--- src/rtl/nn_pkg.sv ---
// Shared types and helpers for the stochastic-neuron burst-gate blocks.
package nn_pkg;

  typedef enum logic [1:0] {
    BG_INTEGRATE,
    BG_BURST,
    BG_REFRACT
  } bg_state_t;

  // Timer width: wide enough for BURST_LEN-1 and REFRACT_LEN-1, never below 1 bit.
  function automatic int bg_timer_w(input int burst_len, input int refract_len);
    int m;
    m = 2;
    if (burst_len > m) m = burst_len;
    if (refract_len > m) m = refract_len;
    return $clog2(m);
  endfunction

endpackage

--- src/rtl/nn_sat_updown.sv ---
// Saturating up/down counter with synchronous load; cnt_next exposes the value the next enabled edge commits.
module nn_sat_updown
  import nn_pkg::*;
#(
  parameter int CNT_W   = 6,
  parameter int RST_VAL = 32
) (
  input  logic             CLK,
  input  logic             INIT,
  input  logic             en,
  input  logic             load,
  input  logic [CNT_W-1:0] load_val,
  input  logic             up,
  input  logic             down,
  output logic [CNT_W-1:0] cnt,
  output logic [CNT_W-1:0] cnt_next
);

  localparam logic [CNT_W-1:0] MAX_C = '1;

  logic [CNT_W-1:0] cnt_reg;

  always_comb begin
    cnt_next = cnt_reg;
    if (load)
      cnt_next = load_val;
    else if (up && !down && (cnt_reg != MAX_C))
      cnt_next = cnt_reg + CNT_W'(1);
    else if (down && !up && (cnt_reg != '0))
      cnt_next = cnt_reg - CNT_W'(1);
  end

  always_ff @(posedge CLK or negedge INIT) begin
    if (!INIT)
      cnt_reg <= CNT_W'(RST_VAL);
    else if (en)
      cnt_reg <= cnt_next;
  end

  assign cnt = cnt_reg;

endmodule

--- src/rtl/nn_burst_gate.sv ---
// Burst-gate activation: integrate x, fire a BURST_LEN burst on z, then a refractory gap.
// Optional leak toward MID every LEAK_PERIOD integrate cycles when NN_BG_LEAK_EN is defined.
module nn_burst_gate
  import nn_pkg::*;
#(
  parameter int CNT_W       = 6,
  parameter int MID         = 32,
  parameter int THRESH      = 48,
  parameter int BURST_LEN   = 4,
  parameter int REFRACT_LEN = 2,
  parameter int LEAK_PERIOD = 16
) (
  input  logic             CLK,
  input  logic             INIT,
  input  logic             EN,
  input  logic             x,
  output logic             z,
  output logic             busy,
  output logic [CNT_W-1:0] cnt
);

  localparam int TW = bg_timer_w(BURST_LEN, REFRACT_LEN);
  localparam logic [CNT_W-1:0] MID_C    = CNT_W'(MID);
  localparam logic [CNT_W-1:0] THRESH_C = CNT_W'(THRESH);
  localparam logic [TW-1:0]    BURST_T  = TW'(BURST_LEN - 1);
  localparam logic [TW-1:0]    REFR_T   = TW'((REFRACT_LEN > 0) ? REFRACT_LEN - 1 : 0);

  bg_state_t        state_reg;
  logic [TW-1:0]    timer_reg;
  logic             z_reg;
  logic             busy_reg;

  logic             cnt_load;
  logic             cnt_up;
  logic             cnt_down;
  logic [CNT_W-1:0] cnt_next;
  logic             fire;
  logic             leak_tick;

`ifdef NN_BG_LEAK_EN
  localparam int LW = (LEAK_PERIOD > 1) ? $clog2(LEAK_PERIOD) : 1;
  logic [LW-1:0] leak_cnt_reg;

  assign leak_tick = (leak_cnt_reg == LW'(LEAK_PERIOD - 1));

  // Counts enabled INTEGRATE cycles; restarts on every burst so each integration begins fresh.
  always_ff @(posedge CLK or negedge INIT) begin
    if (!INIT)
      leak_cnt_reg <= '0;
    else if (EN && (state_reg == BG_INTEGRATE)) begin
      if (fire || leak_tick)
        leak_cnt_reg <= '0;
      else
        leak_cnt_reg <= leak_cnt_reg + LW'(1);
    end
  end
`else
  logic unused_leak;
  assign unused_leak = |LEAK_PERIOD;
  assign leak_tick   = 1'b0;
`endif

  always_comb begin
    cnt_load = 1'b0;
    cnt_up   = 1'b0;
    cnt_down = 1'b0;
    case (state_reg)
      BG_INTEGRATE: begin
        if (leak_tick) begin
          cnt_up   = (cnt < MID_C);
          cnt_down = (cnt > MID_C);
        end else begin
          cnt_up   = x;
          cnt_down = !x;
        end
      end
      BG_BURST: cnt_load = (timer_reg == '0);
      default: ;
    endcase
  end

  // Threshold is judged on the post-step value so z rises on the edge that reaches THRESH.
  assign fire = (state_reg == BG_INTEGRATE) && (cnt_next >= THRESH_C);

  nn_sat_updown #(
    .CNT_W   (CNT_W),
    .RST_VAL (MID)
  ) u_integ (
    .CLK      (CLK),
    .INIT     (INIT),
    .en       (EN),
    .load     (cnt_load),
    .load_val (MID_C),
    .up       (cnt_up),
    .down     (cnt_down),
    .cnt      (cnt),
    .cnt_next (cnt_next)
  );

  always_ff @(posedge CLK or negedge INIT) begin
    if (!INIT) begin
      state_reg <= BG_INTEGRATE;
      timer_reg <= '0;
      z_reg     <= 1'b0;
      busy_reg  <= 1'b0;
    end else if (EN) begin
      case (state_reg)
        BG_INTEGRATE: begin
          if (fire) begin
            state_reg <= BG_BURST;
            timer_reg <= BURST_T;
            z_reg     <= 1'b1;
            busy_reg  <= 1'b1;
          end
        end
        BG_BURST: begin
          if (timer_reg == '0) begin
            z_reg <= 1'b0;
            if (REFRACT_LEN == 0) begin
              state_reg <= BG_INTEGRATE;
              busy_reg  <= 1'b0;
            end else begin
              state_reg <= BG_REFRACT;
              timer_reg <= REFR_T;
            end
          end else begin
            timer_reg <= timer_reg - TW'(1);
          end
        end
        BG_REFRACT: begin
          if (timer_reg == '0) begin
            state_reg <= BG_INTEGRATE;
            busy_reg  <= 1'b0;
          end else begin
            timer_reg <= timer_reg - TW'(1);
          end
        end
        default: begin
          state_reg <= BG_INTEGRATE;
          z_reg     <= 1'b0;
          busy_reg  <= 1'b0;
        end
      endcase
    end
  end

  assign z    = z_reg;
  assign busy = busy_reg;

endmodule

--- config.mk ---
export PLATFORM = sky130hd
export DESIGN_NAME = nn_burst_gate
export DESIGN_NICKNAME = d
export VERILOG_FILES = /design/src/rtl/nn_pkg.sv /design/src/rtl/nn_sat_updown.sv /design/src/rtl/nn_burst_gate.sv
export SDC_FILE = /design/constraint.sdc
export NUM_CORES = 1
export LEC_CHECK = 0
export BUFFER_PORTS_ARGS = -buffer_cell sky130_fd_sc_hd__buf_2
export CORE_MARGIN = 5
export CORE_UTILIZATION = 50
export DETAILED_ROUTE_END_ITERATION = 16
export GPL_ROUTABILITY_DRIVEN = 0
export PLACE_DENSITY_LB_ADDON = 0.12
export RECOVER_POWER = 100
export SLEW_MARGIN = 0
export SYNTH_ARGS = -nofsm -noshare
export SYNTH_HDL_FRONTEND = slang
export SYNTH_SLANG_ARGS = --single-unit
--- constraint.sdc ---
create_clock -name CLK -period 7.2 [get_ports CLK]
set_clock_uncertainty 0.15 [all_clocks]
set_input_delay 0 -clock CLK [delete_from_list [all_inputs] [get_ports CLK]]
set_output_delay 0 -clock CLK [all_outputs]
set_load 0.05 [all_outputs]
==> impl_metrics.csv <==
group,metric,value,unit
logic_synthesis,ys.flop_type,"dfrtp_1",
cts,cts_buffer_depth,2,
power,pwr-share-seq,28.9,%
cts,post_cts_buffers,0,
timing,clock.fmax,0.3224,GHz
logic_synthesis,ys_seq_elements,12,
timing,worst_pin_slew,0.6135,ns
timing,post-route-period-util,43.08,%
finish,largest_register_ffs,6,
critical_path,critPathRequiredTime,7.22,ns
cts,cts-root-buf,"clkbuf_4",
power,p_sw_share,53.57,%
power,combPwrFrac,60.7,%
logic_synthesis,synth.cell_area,938.4,um^2
timing,hold_viol_final,0,
finish,antennaDiodeCount,0,
critical_path,crit_fanout,5,
finish,drive_gt1_share,7.627,%
power,clkPwrFrac,10.4,%
cts,cts_tree,"yes",
power,power_switching,0.0002789,W
logic_synthesis,yosys-top-cells-count,"12 x a21oi_1, 11 x dfrtp_1, 10 x ha_1",
placed_design,place_ws,4.449,ns
cts,cts.clk_slew.worst_paths,0.08,ns
detailed_routing,wirelength,1991,um
timing,tns,0,ns
power,internal_power,0.0002417,W
timing,setup_viol,0,
grt,grt_pass1_wl,3374,um
timing,maxSlewHeadroom,58.78,%
logic_synthesis,synth-seq-area-share,32.13,%
die,die-area,2843,um^2
logic_synthesis,yosysMostFrequentCell,"a21oi_1",
die,core-area,1764,um^2
power,p_per_area,496.5,nW/um^2
power,p_leak,0.4655,nW
finish,area_growth,11.73,%
die,die_h,53.32,um
grt,antenna_found_initial,0,
die,io_pins,12,
logic_synthesis,syn_inst,102,
timing,fin_ws,4.098,ns
cts,post_cts_resized,0,
cts,cts-buffers-inserted,3,
power,peakVddDrop,0.0002331,V
placed_design,hpwl,1547,um
timing,drv_slew,0,
die,dieWidth,53.32,um
logic_synthesis,yosysTopAreaCellShare,29.33,%
detailed_routing,route.detailed.drc,0,
grt,grt_pass1_vias,806,
power,total_power,0.0005206,W
grt,grt_usage,16.49,%
timing,min_period,3.102,ns
hold_path,hold_class,"in2async",
critical_path,crit_path_start_kind,"register",
critical_path,r2r_cells,9,
logic_synthesis,yosys_warnings,0,
grt,grt_overflow_total,0,
logic_synthesis,synthTopCellsByArea,"dfrtp_1 29%, ha_1 13%, a21oi_1 6.4%, xnor2_1 3.7%, inv_1 3.2%",
logic_synthesis,synth_area_per_cell,9.200,um^2
finish,nFillCells,184,
detailed_routing,postRouteAntennaNets,0,
detailed_routing,vias_per_cell,5.685,
logic_synthesis,synth_top_area_cell,"dfrtp_1",
cts,cts.sinks,12,
logic_synthesis,synthArstFlopShare,100.0,%
logic_synthesis,ys_types,39,
cts,htreeDepth,1,
run_status,status,"finished clean",
critical_path,path_class,"reg2reg",
timing,rsz0062_at_grt,"false",
critical_path,critPathCaptureType,"register",
flow_run,maxCapViolCount,0,
logic_synthesis,synth_edf_count,0,
detailed_routing,wl_per_cell,13.92,um
cts,clk_latency,0.28,ns
detailed_routing,firstDrtPassIters,4,
critical_path,crit_arrival,3.12,ns
grt,grt_max_degree,14,
logic_synthesis,synth_fp_nets,116,
detailed_routing,drt_iter0_markers,17,
placed_design,io_buffers,11,
detailed_routing,num_vias,813,
finish,layout.nets,133,
die,rows,15,
die,start_util,53.19,%
-- final timing paths --
kind	from	to	slack, ns
max	state_reg[1]$_DFFE_PN0P_	timer_reg[1]$_DFFE_PN0P_	4.10
min	INIT	u_integ.cnt[5]$_DFFE_PN1P_	0.06
max reg2reg	state_reg[1]$_DFFE_PN0P_	timer_reg[1]$_DFFE_PN0P_	4.10
min reg2reg	busy$_DFFE_PN0P_	busy$_DFFE_PN0P_	0.40
max in group asynchronous	INIT	state_reg[0]$_DFFE_PN0P_	5.89
min in group CLK	x	u_integ.cnt[3]$_DFFE_PN0P_	0.15
-- power by group through the flow --
stage	Sequential, W	Combinational, W	Clock (W)
after floorplan	0.000214	0.000198	0
after global placement	0.000150	0.000323	0
after detailed placement	0.000151	0.000332	0
after CTS	0.000151	0.000332	0.0000563
after global routing	0.000159	0.000351	0.0000584
final	0.000150	0.000316	0.0000544
-- cell families (layout without fill, tap and decap cells) --
| group | after synthesis | in the layout | synth area share [%] |
|---|---|---|---|
| fa+ha+maj | 10 | 10 | 13.33 |
| mux | 4 | 4 | 4.933 |
| xor+xnor | 4 | 4 | 3.733 |
| compound gates | 27 | 27 | 19.07 |
| flops | 12 | 12 | 32.13 |
| buf+inv | 10 | 26 | 4.933 |
| simple gates | 35 | 35 | 21.87 |
-- layout by cell type, fill, tap and decap left out, types with 4 or more instances in the layout --
master	instances
inv_1	8
a21oi_1	12
ha_1	10
xnor2_1	4
nor2_1	4
clkbuf_1	9
nor3_1	4
nand2_1	6
dfrtp_1	11
-- routing by layer --
metal  GRT usage (%)  wire, um  vias to the layer above
met5               0         0                        -
met4           12.77        53                        0
met3           3.099        99                        6
met2           28.16       965                       24
met1           17.53       871                      378
li1                -         -                      405
-- repair_timing --
item                                    4_1_cts  5_1_grt
hold endpoints to repair                     15        0
endpoints found under the setup margin        0        0
hold buffers                                  3        0
-- through the flow --
stage	hold WS (ns)	cell area [um^2]	instances	util (%)
2_1_floorplan	-0.4456	938.4	102	-
3_5_place_dp	-0.2555	1008	136	57.16
5_1_grt	0.1017	1049	143	59.43
6_report	0.06013	1049	143	59.43
4_1_cts	0.02595	1075	143	60.92
3_3_place_gp	-0.2588	1008	136	57.16
-- layout make-up --
| class | count | area (um^2) | share of cell area [%] |
|---|---|---|---|
| timing repair buffer | 14 | 73.82 | 7.041 |
| multi-input combinational | 80 | 575.6 | 54.89 |
| tap | 25 | 31.28 | 2.983 |
| inverter | 8 | 30.03 | 2.864 |
| sequential | 12 | 301.5 | 28.76 |
| clock buffer | 4 | 36.28 | 3.461 |
-- critical path, stage by stage (launching register included) --
cell and delay, ns:
dfrtp_1 0.43, inv_1 0.14, ha_1 0.26, nand2_1 0.14, a31oi_1 0.42, a41o_1 0.31
xnor2_1 0.08, nor3_1 0.48, o211a_4 0.25, mux2_1 0.32
Power figures use the tool's default switching activity.
